$ cat config.mk
export PLATFORM = sky130hd
export DESIGN_NAME = timing_decode_unit
export DESIGN_NICKNAME = d
export VERILOG_FILES = /design/src/rtl/timing_decode_unit.sv
export SDC_FILE = /design/constraint.sdc
export NUM_CORES = 1
export LEC_CHECK = 0
export BUFFER_PORTS_ARGS = -buffer_cell sky130_fd_sc_hd__buf_2
export CAP_MARGIN = 20
export CORE_AREA = 2 2 52 54
export DETAILED_ROUTE_END_ITERATION = 12
export DIE_AREA = 0 0 54 56
export GPL_ROUTABILITY_DRIVEN = 0
export PLACE_DENSITY = 0.81
export SYNTH_ARGS = -nofsm -noshare
export SYNTH_HDL_FRONTEND = slang
export SYNTH_SLANG_ARGS = --single-unit
$ cat constraint.sdc
create_clock -name clk -period 3.7 [get_ports clk]
set_input_delay 0.37 -clock clk [delete_from_list [all_inputs] [get_ports clk]]
set_output_delay 0.37 -clock clk [all_outputs]
set_load 0.01 [all_outputs]
$ cat src/rtl/timing_decode_unit.sv
// Sequence counter, run flag and instruction register of the accumulator CPU.
// Produces the T/D/B/J timing and decode signals consumed by the control logic.
module timing_decode_unit #(
  parameter int MEM_END = 5,
  parameter int REG_END = 3
) (
  input  logic        clk,
  input  logic        rst_n,
  input  logic        start,
  input  logic [15:0] mem_data,
  input  logic        mem_valid,
  output logic        mem_rd,
  output logic [7:0]  T,
  output logic [7:0]  D,
  output logic [3:0]  B,
  output logic        J,
  output logic [15:0] ir,
  output logic        running
);

  localparam logic [2:0] MEM_SC = 3'(MEM_END);
  localparam logic [2:0] REG_SC = 3'(REG_END);

  logic [2:0]  sc_q, sc_d;
  logic        s_q, s_d;
  logic [15:0] ir_q, ir_d;
  logic        d7;
  logic        j_bit;
  logic        rd_req;

  assign d7    = (ir_q[14:12] == 3'd7);
  assign j_bit = ir_q[15];

  // Memory handshake: a request (mem_rd) stays up and SC holds until a cycle
  // in which mem_valid is also high; that cycle completes the transfer.
  // mem_valid seen without an outstanding request has no effect.
  always_comb begin
    rd_req = 1'b0;
    if (s_q) begin
      rd_req = (sc_q == 3'd1) ||
               ((sc_q == 3'd3) && !d7 && j_bit) ||
               ((sc_q == 3'd4) && !d7);
    end
  end

  always_comb begin
    sc_d = sc_q;
    s_d  = s_q;
    ir_d = ir_q;
    if (!s_q) begin
      if (start) begin
        s_d  = 1'b1;
        sc_d = 3'd0;
      end
    end else if (rd_req && !mem_valid) begin
      sc_d = sc_q;
    end else if (sc_q == 3'd1) begin
      ir_d = mem_data;
      sc_d = 3'd2;
    end else if (d7 && (sc_q == REG_SC)) begin
      // Register reference or unimplemented I/O: instruction ends here.
      sc_d = 3'd0;
      if (!j_bit && ir_q[0]) begin
        s_d = 1'b0;
      end
    end else if (!d7 && (sc_q == MEM_SC)) begin
      sc_d = 3'd0;
    end else begin
      sc_d = sc_q + 3'd1;
    end
  end

  always_ff @(posedge clk or negedge rst_n) begin
    if (!rst_n) begin
      sc_q <= 3'd0;
      s_q  <= 1'b0;
      ir_q <= 16'h0000;
    end else begin
      sc_q <= sc_d;
      s_q  <= s_d;
      ir_q <= ir_d;
    end
  end

  assign T       = s_q ? (8'h01 << sc_q) : 8'h00;
  assign D       = 8'h01 << ir_q[14:12];
  assign B       = ir_q[3:0];
  assign J       = ir_q[15];
  assign ir      = ir_q;
  assign running = s_q;
  assign mem_rd  = rd_req;

endmodule
# --- Word-level counts from Yosys, hierarchy flattened ---
# Cells that the tools add are included.
word_totals:
  input_bits: 20
  reg_bits: 20
  word_cells: 42
  output_inout_bits: 39
classes:
  n_mux: 14
  n_eq_ne: 6
  shift: 2
  reduce_logical: 15
  addsub: 1
  n_bitwise: 1
op_table:
  columns: ["op", "n"]
  rows:
  - ["two-way mux 3 bit", 6]
  - ["left shift 1 x 3 -> 8 bit (first input constant)", 2]
  - ["equality test 3 bit (second input constant)", 3]
  - ["two-way mux 8 bit", 1]
  - ["logical AND 1 bit", 7]
  - ["two-way mux 1 bit", 7]
  - ["adder 3 x 1 -> 3 bit (second input constant)", 1]
  - ["equality test 3 x 1 -> 1 bit (second input constant)", 1]
  - ["equality test 3 x 2 -> 1 bit (second input constant)", 1]
  - ["zero test 1 bit", 3]
  - ["AND reduction 3 bit", 1]
  - ["logical OR 1 bit", 2]
  - ["inequality test 2 bit (second input constant)", 1]
  - ["AND reduction 2 bit", 1]
  - ["nonzero test 2 bit", 1]
  - ["NOT 1 bit", 1]

# --- Depth between registers and ports, before layout ---
# Gate-level depths: netlist (run 1).
depth:
  depth_word: 10
  mapped_depth: 6
  depth_no_buf: 6

# --- Worst setup path after synthesis (run 1) ---
# OpenSTA, ideal clock, no wires.
synth_path:
  kind: "register to register"
  start: "reg sc_q[0]"
  end: "reg sc_q[0]"
  required_ps: 3559
  path_stages_with_launch: 7
  setup_time_ps: 141
  n_path_buf: 0
  arrival_time_ps: 1500
  synth_period_minus_slack_ps: 1641
  setup_slack_ps: 2059
  cell_sequence: "dfrtp_1 ha_1 ha_1 a22o_1 a21oi_1 o21ai_0 mux2i_1"
synth_between:
  elab_chain_len: 9
  word_cells_on_any_way: 21
  classes_between: "1 x add/sub; 5 x eq/ne; 6 x mux; 9 x reduce/logical"
synth_rtl:
  columns: ["item", "line", "rtl"]
  rows:
  - ["start: declaration", "24", "logic [2:0] sc_q, sc_d;"]
  - ["start signal: assignment", "75", "sc_q <= 3'd0;"]
  - ["start signal: assignment", "79", "sc_q <= sc_d;"]
  - ["branches (longest 9 deep; another with adder 3 x 1 -> 3 bit)", null, null]
# Several ways; the timed one is not identified. The select of a mux whose other input is x is not followed.
# A chain may end at the register's enable or synchronous reset.

# --- Final worst setup path (run 1) ---
layout_path:
  start: "reg sc_q[0]"
  end: "out mem_rd"
layout_between:
  elab_chain_len: 6
  word_cells_on_any_way: 9
  classes_between: "3 x eq/ne; 1 x mux; 5 x reduce/logical"
layout_rtl:
  columns: ["item", "line", "rtl"]
  rows:
  - ["equality test 3 x 2 -> 1 bit", "41", "((sc_q == 3'd3) && !d7 && j_bit) ||"]
  - ["logical AND 1 bit (2 in a row)", "41", null]
  - ["logical OR 1 bit", "40", "rd_req = (sc_q == 3'd1) ||"]
  - ["logical OR 1 bit (*)", "41", null]
  - ["two-way mux 1 bit (*)", "39", "if (s_q) begin"]
  - ["end: declaration", "12", "output logic mem_rd,"]
# Every way passes the cells marked *; elsewhere a longest branch is shown, timed or not.

==> results.ini, run 1 <==
[die]
start_util_pct = 45.6
die_area_sq_um = 3020
placementRows = 18
die_h_um = 56
core_sq_um = 2430
fp.dieW_um = 54
num_io_pins = 59

[critical_path]
path_buf_inv = 1
worst-setup-path-type = reg -> out
r2r_start = sc_q[0]$_DFFE_PN0P_
path_delay_family = adder cells
r2r-end = sc_q[1]$_DFFE_PN0P_
slowest_delay_ps = 430
worstPathCellList = ha_1 > ha_1 > a22o_1 > a21oi_1 > nor2b_1 > buf_2
start_kind = flop
path_max_fanout = 4
crit_path_frequent_cell = ha_1
r2r_setup_slack_ps = 1880
worst-path-stages = 6
cpMaxStageDelayCell = dfrtp_1
cp_data_arrival_time_ps = 1750
worstPathRequired_ps = 3330
critPathCaptureType = output pin
cp-endpoint = mem_rd
startpoint = sc_q[0]$_DFFE_PN0P_
r2r_cells = 6

[route]
first_pass_iters = 4
wl_um = 2230
drt_iter0_markers = 9
avgViaCountPerCell = 4.85
routedLengthMet1_um = 939
remaining_drc_errors = 0
dr_wl_met2_um = 1130
detail_route.wl_per_cell_um = 12.6
wl_met3_um = 143
top_layer_used = met4
ant_nets = 0
vias = 864

[logic_synthesis]
yosysWarnings = 0
synth.area.top_cells = dfrtp_1 45%, mux2_2 16%, ha_1 6.8%
synth_edf_count = 0
synth_nets = 120
synth_flop_cell = dfrtp_1
synth_seq_cells = 20
ys_async_sr_fraction_pct = 100
avgSynthCellArea_sq_um = 11.8
yosys-top-cells-count = 20 x dfrtp_1, 16 x mux2_2, 6 x ha_1
synthDistinctLibCells = 29
yosys.area.top_type_share_pct = 45.1
synth_area_leader_cell = dfrtp_1
seq_area_frac_synth_pct = 45.1
synthCells = 94
syn-cell-area_sq_um = 1110
synth_most_common_cell = dfrtp_1

[sta]
min_period_ps = 2120
worst_slack_ps = 1580
fmax_mhz = 471
setup_tns_ps = 0
worst_pin_slew_ps = 568
slew_headroom_pct = 61.7
period_share_pct = 57.4
finalSetupViolCount = 0
rsz0062_at_grt = false
slew_viol_final = 0
hold_viol = 0
finClkSkew_ps = 2.75

[cts]
clkSinkCount = 20
numCtsBuffers = 3
cts-root-buf = clkbuf_4
path_clk_slew_ps = 110
worst_skew_pair.late_latency_ps = 290
cts_resized = 0
htree_levels = 1
cts.path.max_buffers = 2
cts_tree = yes

[finish]
antenna_cells = 0
nets = 175
layout-drive-gt1-share_pct = 56.1
finish.instance_area_sq_um = 1440
stdcell_count = 178
areaGrowthSynthToFinish_pct = 29.4

[global_route]
grt.overflow.total = 0
grt_pass1_vias = 832
grt_pass1_wl_um = 3610
grtUsageTotal_pct = 16.1
grt_max_degree = 21
grt_antenna_before_repair = 0

[power_and_ir_drop]
power_leakage_uw = 0.000789
powerDensity_nw_per_um2 = 882
peakVddDrop_uv = 516

[placement]
placed_cells = 173
hpwl_um = 1820
portBuffers = 58
pre_cts_slack_ps = 1910
place_area_sq_um = 1370

[outcome]
outcome = finished, final reports clean

[worst_hold_path]
hold_class = in -> reg

[run]
cap_violations = 0

==> logic make-up (layout without fill, tap and decap cells) <==
| logic type | count (synthesis) | after routing | synth area share [%] |
|---|---|---|---|
| compound gates | 6 | 6 | 3.83 |
| fa+ha+maj | 6 | 6 | 6.76 |
| buf+inv | 13 | 67 | 7.10 |
| flops | 20 | 20 | 45.1 |
| mux | 20 | 20 | 19.8 |
| simple gates | 29 | 29 | 17.4 |
==> what timing repair did <==
item | 4_1_cts | 5_1_grt
endpoints found under the setup margin | 0 | 0
hold buffers | 1 | 0
hold endpoints to repair | 12 | 0
setup buffers | 0 | 0
==> worst register-to-register path: stages (launching register included) <==
cell and delay, ps:
dfrtp_1 410, ha_1 200, ha_1 210, a22o_1 140
a21oi_1 70, o21ai_0 470, mux2i_1 250
==> state kept, by name, indices dropped and copies added (netlist names) <==
name	cells
ir	16
sc_q	3
running	1
==> worst min-delay path by stage <==
stage	start	endpoint	slack (ps)	cells after the start
final	mem_data[8]	ir[8]$_DFFE_PN0P_	300	2
after global routing	mem_data[13]	ir[13]$_DFFE_PN0P_	280	2
after CTS	mem_data[8]	ir[8]$_DFFE_PN0P_	290	2
after detailed placement	rst_n	ir[4]$_DFFE_PN0P_	330	1
after global placement	rst_n	ir[10]$_DFFE_PN0P_	320	1
after floorplan	rst_n	ir[0]$_DFFE_PN0P_	70	0
==> through the flow <==
stage,power [uW],utilization [%],hold slack [ps]
2_1_floorplan,891,-,74.4
3_3_place_gp,1080,56.5,324
3_5_place_dp,1110,56.5,333
4_1_cts,1280,59.1,286
5_1_grt,1370,59.1,280
6_report,1270,59.1,296
==> per-layer routing <==
metal  up-vias  track usage, %
li1        422               -
met5         -               0
met1       408            19.8
met4         0            6.43
met2        32            27.5
met3         2            2.15
==> final cells by class <==
type / count / area (sq um)
flip-flops and latches: 20 / 500
multi-input cells: 61 / 531
inverters: 4 / 15.0
repair buffers: 59 / 300
clock inverters: 1 / 30.0
clock buffers: 3 / 22.5
fillers: 214 / 996
well taps: 30 / 37.5
==> power by group <==
part           leakage [uW]  internal (uW)  switching (uW)  total (uW)
sequential         0.000236            326             115         441
combinational      0.000525            337             316         653
clock             0.0000279            109            63.8         173
total              0.000789            772             495        1270
==> cells in the final DEF, fill, tap and decap left out, types with 2 or more instances in the layout <==
cell      count
buf_2        58
dfrtp_1      20
mux2_2       16
ha_1          6
inv_1         4
and2_1        4
nand2_1       4
mux2i_1       4
and3_1        3
nor3b_1       3
clkbuf_4      3
and3b_1       2
a22o_1        2
a21oi_1       2
nand2b_1      2
Note: power is estimated with default switching activity, not from simulation.
==> run 2, diff against run 1 <==
CORE_AREA = 2 2 54 56   (was 2 2 52 54)
DIE_AREA = 0 0 56 58   (was 0 0 54 56)
PLACE_DENSITY = 0.75   (was 0.81)
clock period = 1.96 ns   (was 3.7 ns; I/O delays follow)
==> run 2 against run 1 <==
  * Power rose by 81%
  * Largest power group unchanged
  * Register-to-register slack got worse by 1700 ps
  * Worst hold slack got worse by 170 ps
  * Highest routed layer unchanged
==> results.ini, run 2 (synthesis results as in run 1) <==
[outcome]
outcome = finished, final reports clean

[die]
fp.dieW_um = 56  ; +3.7%
num_io_pins = 59  ; unchanged
die_h_um = 58  ; +3.6%
placementRows = 19  ; +1
core_sq_um = 2660  ; +9.5%
start_util_pct = 41.7  ; -3.9 points
die_area_sq_um = 3250  ; +7.4%

[sta]
fmax_mhz = 543
period_share_pct = 94.0
slew_viol_final = 0  ; unchanged
hold_viol = 0  ; unchanged
min_period_ps = 1840
slew_headroom_pct = 61.1  ; -0.64 points
rsz0062_at_grt = true
finClkSkew_ps = 8.33  ; +5.58 ps
finalSetupViolCount = 0  ; unchanged
worst_pin_slew_ps = 577  ; +9.44 ps
worst_slack_ps = 118  ; -1460 ps

[global_route]
grt.overflow.total = 0  ; unchanged
grt_max_degree = 21  ; unchanged
grt_antenna_before_repair = 0  ; unchanged
grt_pass1_vias = 858  ; +3.1%
grtUsageTotal_pct = 14.5  ; -1.6 points
grt_pass1_wl_um = 3770  ; +4.4%

[power_and_ir_drop]
powerDensity_nw_per_um2 = 1600  ; +82%
power_leakage_uw = 0.000780  ; -1.1%
combinationalPowerShare_pct = 55.8  ; +4.3 points
power_switching_uw = 941  ; +90%
peakVddDrop_uv = 816  ; +58%
seqPwrFrac_pct = 36.4  ; +1.6 points
pwr-share-clk_pct = 7.8  ; -5.9 points
internal_power_uw = 1360  ; +76%
swShare_pct = 41.0  ; +1.9 points

[critical_path]
slowest_delay_ps = 430  ; about the same
worstPathCellList = ha_2 > ha_2 > a22o_1 > a21oi_2 > nor2b_1 > buf_2
critPathCaptureType = output pin
worst-setup-path-type = reg -> out
cp_data_arrival_time_ps = 1650  ; -100 ps
worstPathRequired_ps = 1760  ; -1570 ps
startpoint = sc_q[1]$_DFFE_PN0P_
r2r_start = sc_q[1]$_DFFE_PN0P_
path_max_fanout = 4  ; unchanged
cpMaxStageDelayCell = dfrtp_1
crit_path_frequent_cell = ha_2
start_kind = flop

[route]
ant_nets = 0  ; unchanged
avgViaCountPerCell = 4.86  ; +0.15%
drt_iter0_markers = 8  ; -1
remaining_drc_errors = 0  ; unchanged
detail_route.wl_per_cell_um = 12.5  ; -0.31%
wl_um = 2250  ; +0.81%
vias = 875  ; +1.3%
first_pass_iters = 4  ; unchanged

[cts]
htree_levels = 1  ; unchanged
path_clk_slew_ps = 100  ; about the same
clkSinkCount = 20  ; unchanged
cts.path.max_buffers = 2  ; unchanged
cts-root-buf = clkbuf_4
worst_skew_pair.late_latency_ps = 290  ; about the same
cts_tree = yes
numCtsBuffers = 3  ; unchanged

[finish]
final_core_util_pct = 53.8  ; -5.2 points
antenna_cells = 0  ; unchanged
stdcell_count = 180  ; +1.1%
largest_register_ffs = 16  ; unchanged
mostFrequentLayoutCells = 58 x buf_2, 19 x dfrtp_1, 16 x mux2_2
final_common_cell = buf_2
nets = 177  ; +1.1%
areaGrowthSynthToFinish_pct = 29.1
layout-drive-gt1-share_pct = 59.1  ; +3.0 points

[placement]
portBuffers = 58  ; unchanged
hpwl_um = 1820  ; about the same
placed_cells = 174  ; +0.58%
pre_cts_slack_ps = 152  ; -1760 ps

[run]
cap_violations = 0  ; unchanged

[worst_hold_path]
hold_class = in -> reg
hold_start = mem_data[5]

run 2: what timing repair did:
action | in CTS | in global routing
setup buffers | 1 | 1
endpoints found under the setup margin | 1 | 4
hold buffers | 1 | 0
resized for setup | 0 | 4
endpoints found under the hold margin | 20 | 0
run 2: cell type report:
class	count	area, sq um
Clock buffer	3	22.5
Fill cell	248	1230
Inverter	4	15.0
Multi-Input combinational cell	61	539
Sequential cell	20	502
Tap cell	31	38.8
Timing Repair Buffer	61	315
run 2: metrics by stage:
step	hold slack, ps	power, uW	setup TNS [ps]	instance area [sq um]
after floorplan	-99.6	1680	0	1110
after global placement	159	2040	0	1380
after detailed placement	161	2090	0	1380
after CTS	116	2300	0	1420
after global routing	118	2490	-10.7	1430
final	128	2300	0	1430
run 2: worst max-delay path, delay by kind of cell (launching register included):
family | cells | cell delay (ps)
DFF | 1 | 430
AOI/OAI and AO/OA | 2 | 350
and+or+nand+nor | 1 | 50
adders and majority gates | 2 | 390
buffers and inverters | 1 | 130
run 2: power groups by stage:
| stage | registers, uW | logic (uW) | clock network, uW |
|---|---|---|---|
| after floorplan | 833 | 849 | 0 |
| after global placement | 819 | 1220 | 0 |
| after detailed placement | 842 | 1250 | 0 |
| after CTS | 831 | 1270 | 193 |
| after global routing | 876 | 1410 | 207 |
| final | 836 | 1280 | 180 |
run 2: final timing paths:
check | end | slack, ps | cells after the start
min in group asynchronous | ir[7]$_DFFE_PN0P_ | 360 | 2
max in group asynchronous | sc_q[2]$_DFFE_PN0P_ | 1270 | 2
worst min register to register | ir[10]$_DFFE_PN0P_ | 510 | 1
worst max register to register | sc_q[0]$_DFFE_PN0P_ | 140 | 6
worst min-delay path | ir[5]$_DFFE_PN0P_ | 130 | 2
worst max-delay path | mem_rd | 120 | 6
run 2: layer usage:
layer | vias to the layer above | part of all wire [%] | track usage (%)
li1 | 427 | - | -
met5 | - | 0 | 0
met1 | 406 | 45 | 19.7
met2 | 38 | 47 | 24.2
met3 | 4 | 6.6 | 1.79
met4 | 0 | 0.84 | 5.10
==> run 3, diff against run 2 <==
--- a/config.mk
+++ b/config.mk
@@ -8,3 +8,2 @@
 export BUFFER_PORTS_ARGS = -buffer_cell sky130_fd_sc_hd__buf_2
-export CAP_MARGIN = 20
 export CORE_AREA = 2 2 54 56
--- a/constraint.sdc
+++ b/constraint.sdc
@@ -3,2 +3,2 @@
 set_output_delay 0.196 -clock clk [all_outputs]
-set_load 0.01 [all_outputs]
+set_load 0.05 [all_outputs]
==> run 3 against run 2 <==
  * Critical path depth grew 1
  * Via count is 2.3% higher
  * Global-route usage decreased by 0.12 points
  * Highest routed layer unchanged
  * First-iteration DRC count grew to 4.1 times the previous value
  * Register-to-register slack improved by 110 ps
  * Sequential share of layout area is 0.60 points lower
  * Critical path type unchanged
  * Flip-flop and latch count is the same
  * Count of clock-buffer cells in the layout is 1 higher
  * Cell area grew 1.7%
  * Utilization rose by 0.94 points
  * Die area stayed put
==> results.ini, run 3 (synthesis results as in run 1) <==
[outcome]
outcome = finished, final reports clean

[placement]
portBuffers = 58  ; unchanged
place_area_sq_um = 1380  ; unchanged
hpwl_um = 1780  ; -2.0%

[global_route]
grtUsageTotal_pct = 14.4  ; -0.12 points
grt_max_degree = 21  ; unchanged
grt_pass1_wl_um = 3770  ; unchanged
grt.overflow.total = 0  ; unchanged
grt_pass1_vias = 895  ; +4.3%
grt_antenna_before_repair = 0  ; unchanged

[die]
core_sq_um = 2660  ; unchanged
num_io_pins = 59  ; unchanged
fp.dieW_um = 56  ; unchanged
die_area_sq_um = 3250  ; unchanged
start_util_pct = 41.7  ; unchanged
placementRows = 19  ; unchanged
die_h_um = 58  ; unchanged

[critical_path]
cp_data_arrival_time_ps = 1660  ; about the same
start_kind = flop
cpMaxStageDelayCell = dfrtp_1
path_max_fanout = 5  ; +1
path_buf_inv = 3  ; +2
path_delay_family = flip-flops
worst-setup-path-type = reg -> out
worstPathCellList = buf_4 > inv_1 > ha_2 > and2b_1 > a21oi_2 > nor2b_1 > buf_6
slowest_delay_ps = 400  ; -30 ps
worstPathRequired_ps = 1760  ; about the same
critPathCaptureType = output pin

[sta]
slew_headroom_pct = 70.6  ; +9.5 points
slew_viol_final = 0  ; unchanged
finalSetupViolCount = 0  ; unchanged
rsz0062_at_grt = false
fmax_mhz = 537  ; -1.0%
worst_pin_slew_ps = 442  ; -136 ps
hold_viol = 0  ; unchanged
min_period_ps = 1860  ; +19.2 ps
period_share_pct = 94.9  ; +0.98 points
finClkSkew_ps = 1.33  ; -6.99 ps

[finish]
areaGrowthSynthToFinish_pct = 31.3
layout-drive-gt1-share_pct = 61.3  ; +2.3 points
antenna_cells = 0  ; unchanged
largest_register_ffs = 16  ; unchanged
mostFrequentLayoutCells = 57 x buf_2, 19 x dfrtp_1, 16 x mux2_2
nets = 177  ; unchanged
final_common_cell = buf_2
finish.instance_area_sq_um = 1460  ; +1.7%

[cts]
path_clk_slew_ps = 110  ; about the same
htree_levels = 1  ; unchanged
clkSinkCount = 20  ; unchanged
cts_tree = yes
worst_skew_pair.late_latency_ps = 290  ; about the same
numCtsBuffers = 3  ; unchanged
cts.path.max_buffers = 2  ; unchanged
cts-root-buf = clkbuf_4

[route]
vias = 895  ; +2.3%
drt_iter0_markers = 33  ; +25
ant_nets = 0  ; unchanged
avgViaCountPerCell = 4.94  ; +1.7%
detail_route.wl_per_cell_um = 12.5  ; about the same
remaining_drc_errors = 0  ; unchanged
first_pass_iters = 5  ; +1
wl_um = 2270  ; +0.58%

[run]
cap_violations = 0  ; unchanged

[worst_hold_path]
hold_class = in -> reg

run 3: stage by stage:
step	worst slack, ps	cells	setup TNS (ps)	hold slack [ps]	utilization (%)
final	99.0	181	0	127	54.7
after global routing	1.50	181	0	116	54.7
after CTS	14.4	181	0	120	54.2
after detailed placement	130	174	0	164	51.6
after global placement	253	174	0	157	51.6
after floorplan	-288	94	-991	-99.6	-
run 3: worst paths after layout:
kind / start / to / slack, ps / depth (start not counted)
worst min register to register: ir[11]$_DFFE_PN0P_ / ir[11]$_DFFE_PN0P_ / 510 / 1
worst max-delay path: sc_q[1]$_DFFE_PN0P_ / mem_rd / 100 / 7
max in group asynchronous: rst_n / sc_q[2]$_DFFE_PN0P_ / 1260 / 2
worst min-delay path: mem_data[1] / ir[1]$_DFFE_PN0P_ / 130 / 2
worst max register to register: sc_q[1]$_DFFE_PN0P_ / sc_q[0]$_DFFE_PN0P_ / 250 / 7
min in group asynchronous: rst_n / ir[9]$_DFFE_PN0P_ / 370 / 2
run 3: layout make-up:
type,count,area [sq um]
clock buffers,4,36.3
flip-flops and latches,20,502
inverters,4,15.0
multi-input cells,61,544
repair buffers,61,322
fillers,230,1200
well taps,31,38.8
run 3: routing by layer:
layer	track usage (%)	routed length (um)
met3	2.01	145
met1	17.6	972
met4	4.08	11
met2	26.6	1140
met5	0	0
run 3: worst reg2reg max path, cell delays in order (launching register included):
cell	delay [ps]
dfrtp_1	400
buf_4	140
inv_1	70
ha_2	220
and2b_1	190
a21oi_2	50
o21ai_1	310
mux2i_1	250
run 3: repair_timing:
action,CTS,global route
endpoints found under the setup margin,1,4
resized for setup,2,8
hold buffers,1,0
buffers inserted,2,0
endpoints found under the hold margin,20,0
pin swaps,0,1
Power of run 3 is left out: the tool's default activity adds up to more than one toggle a clock period on the data nets, which glitch-free logic cannot reach.
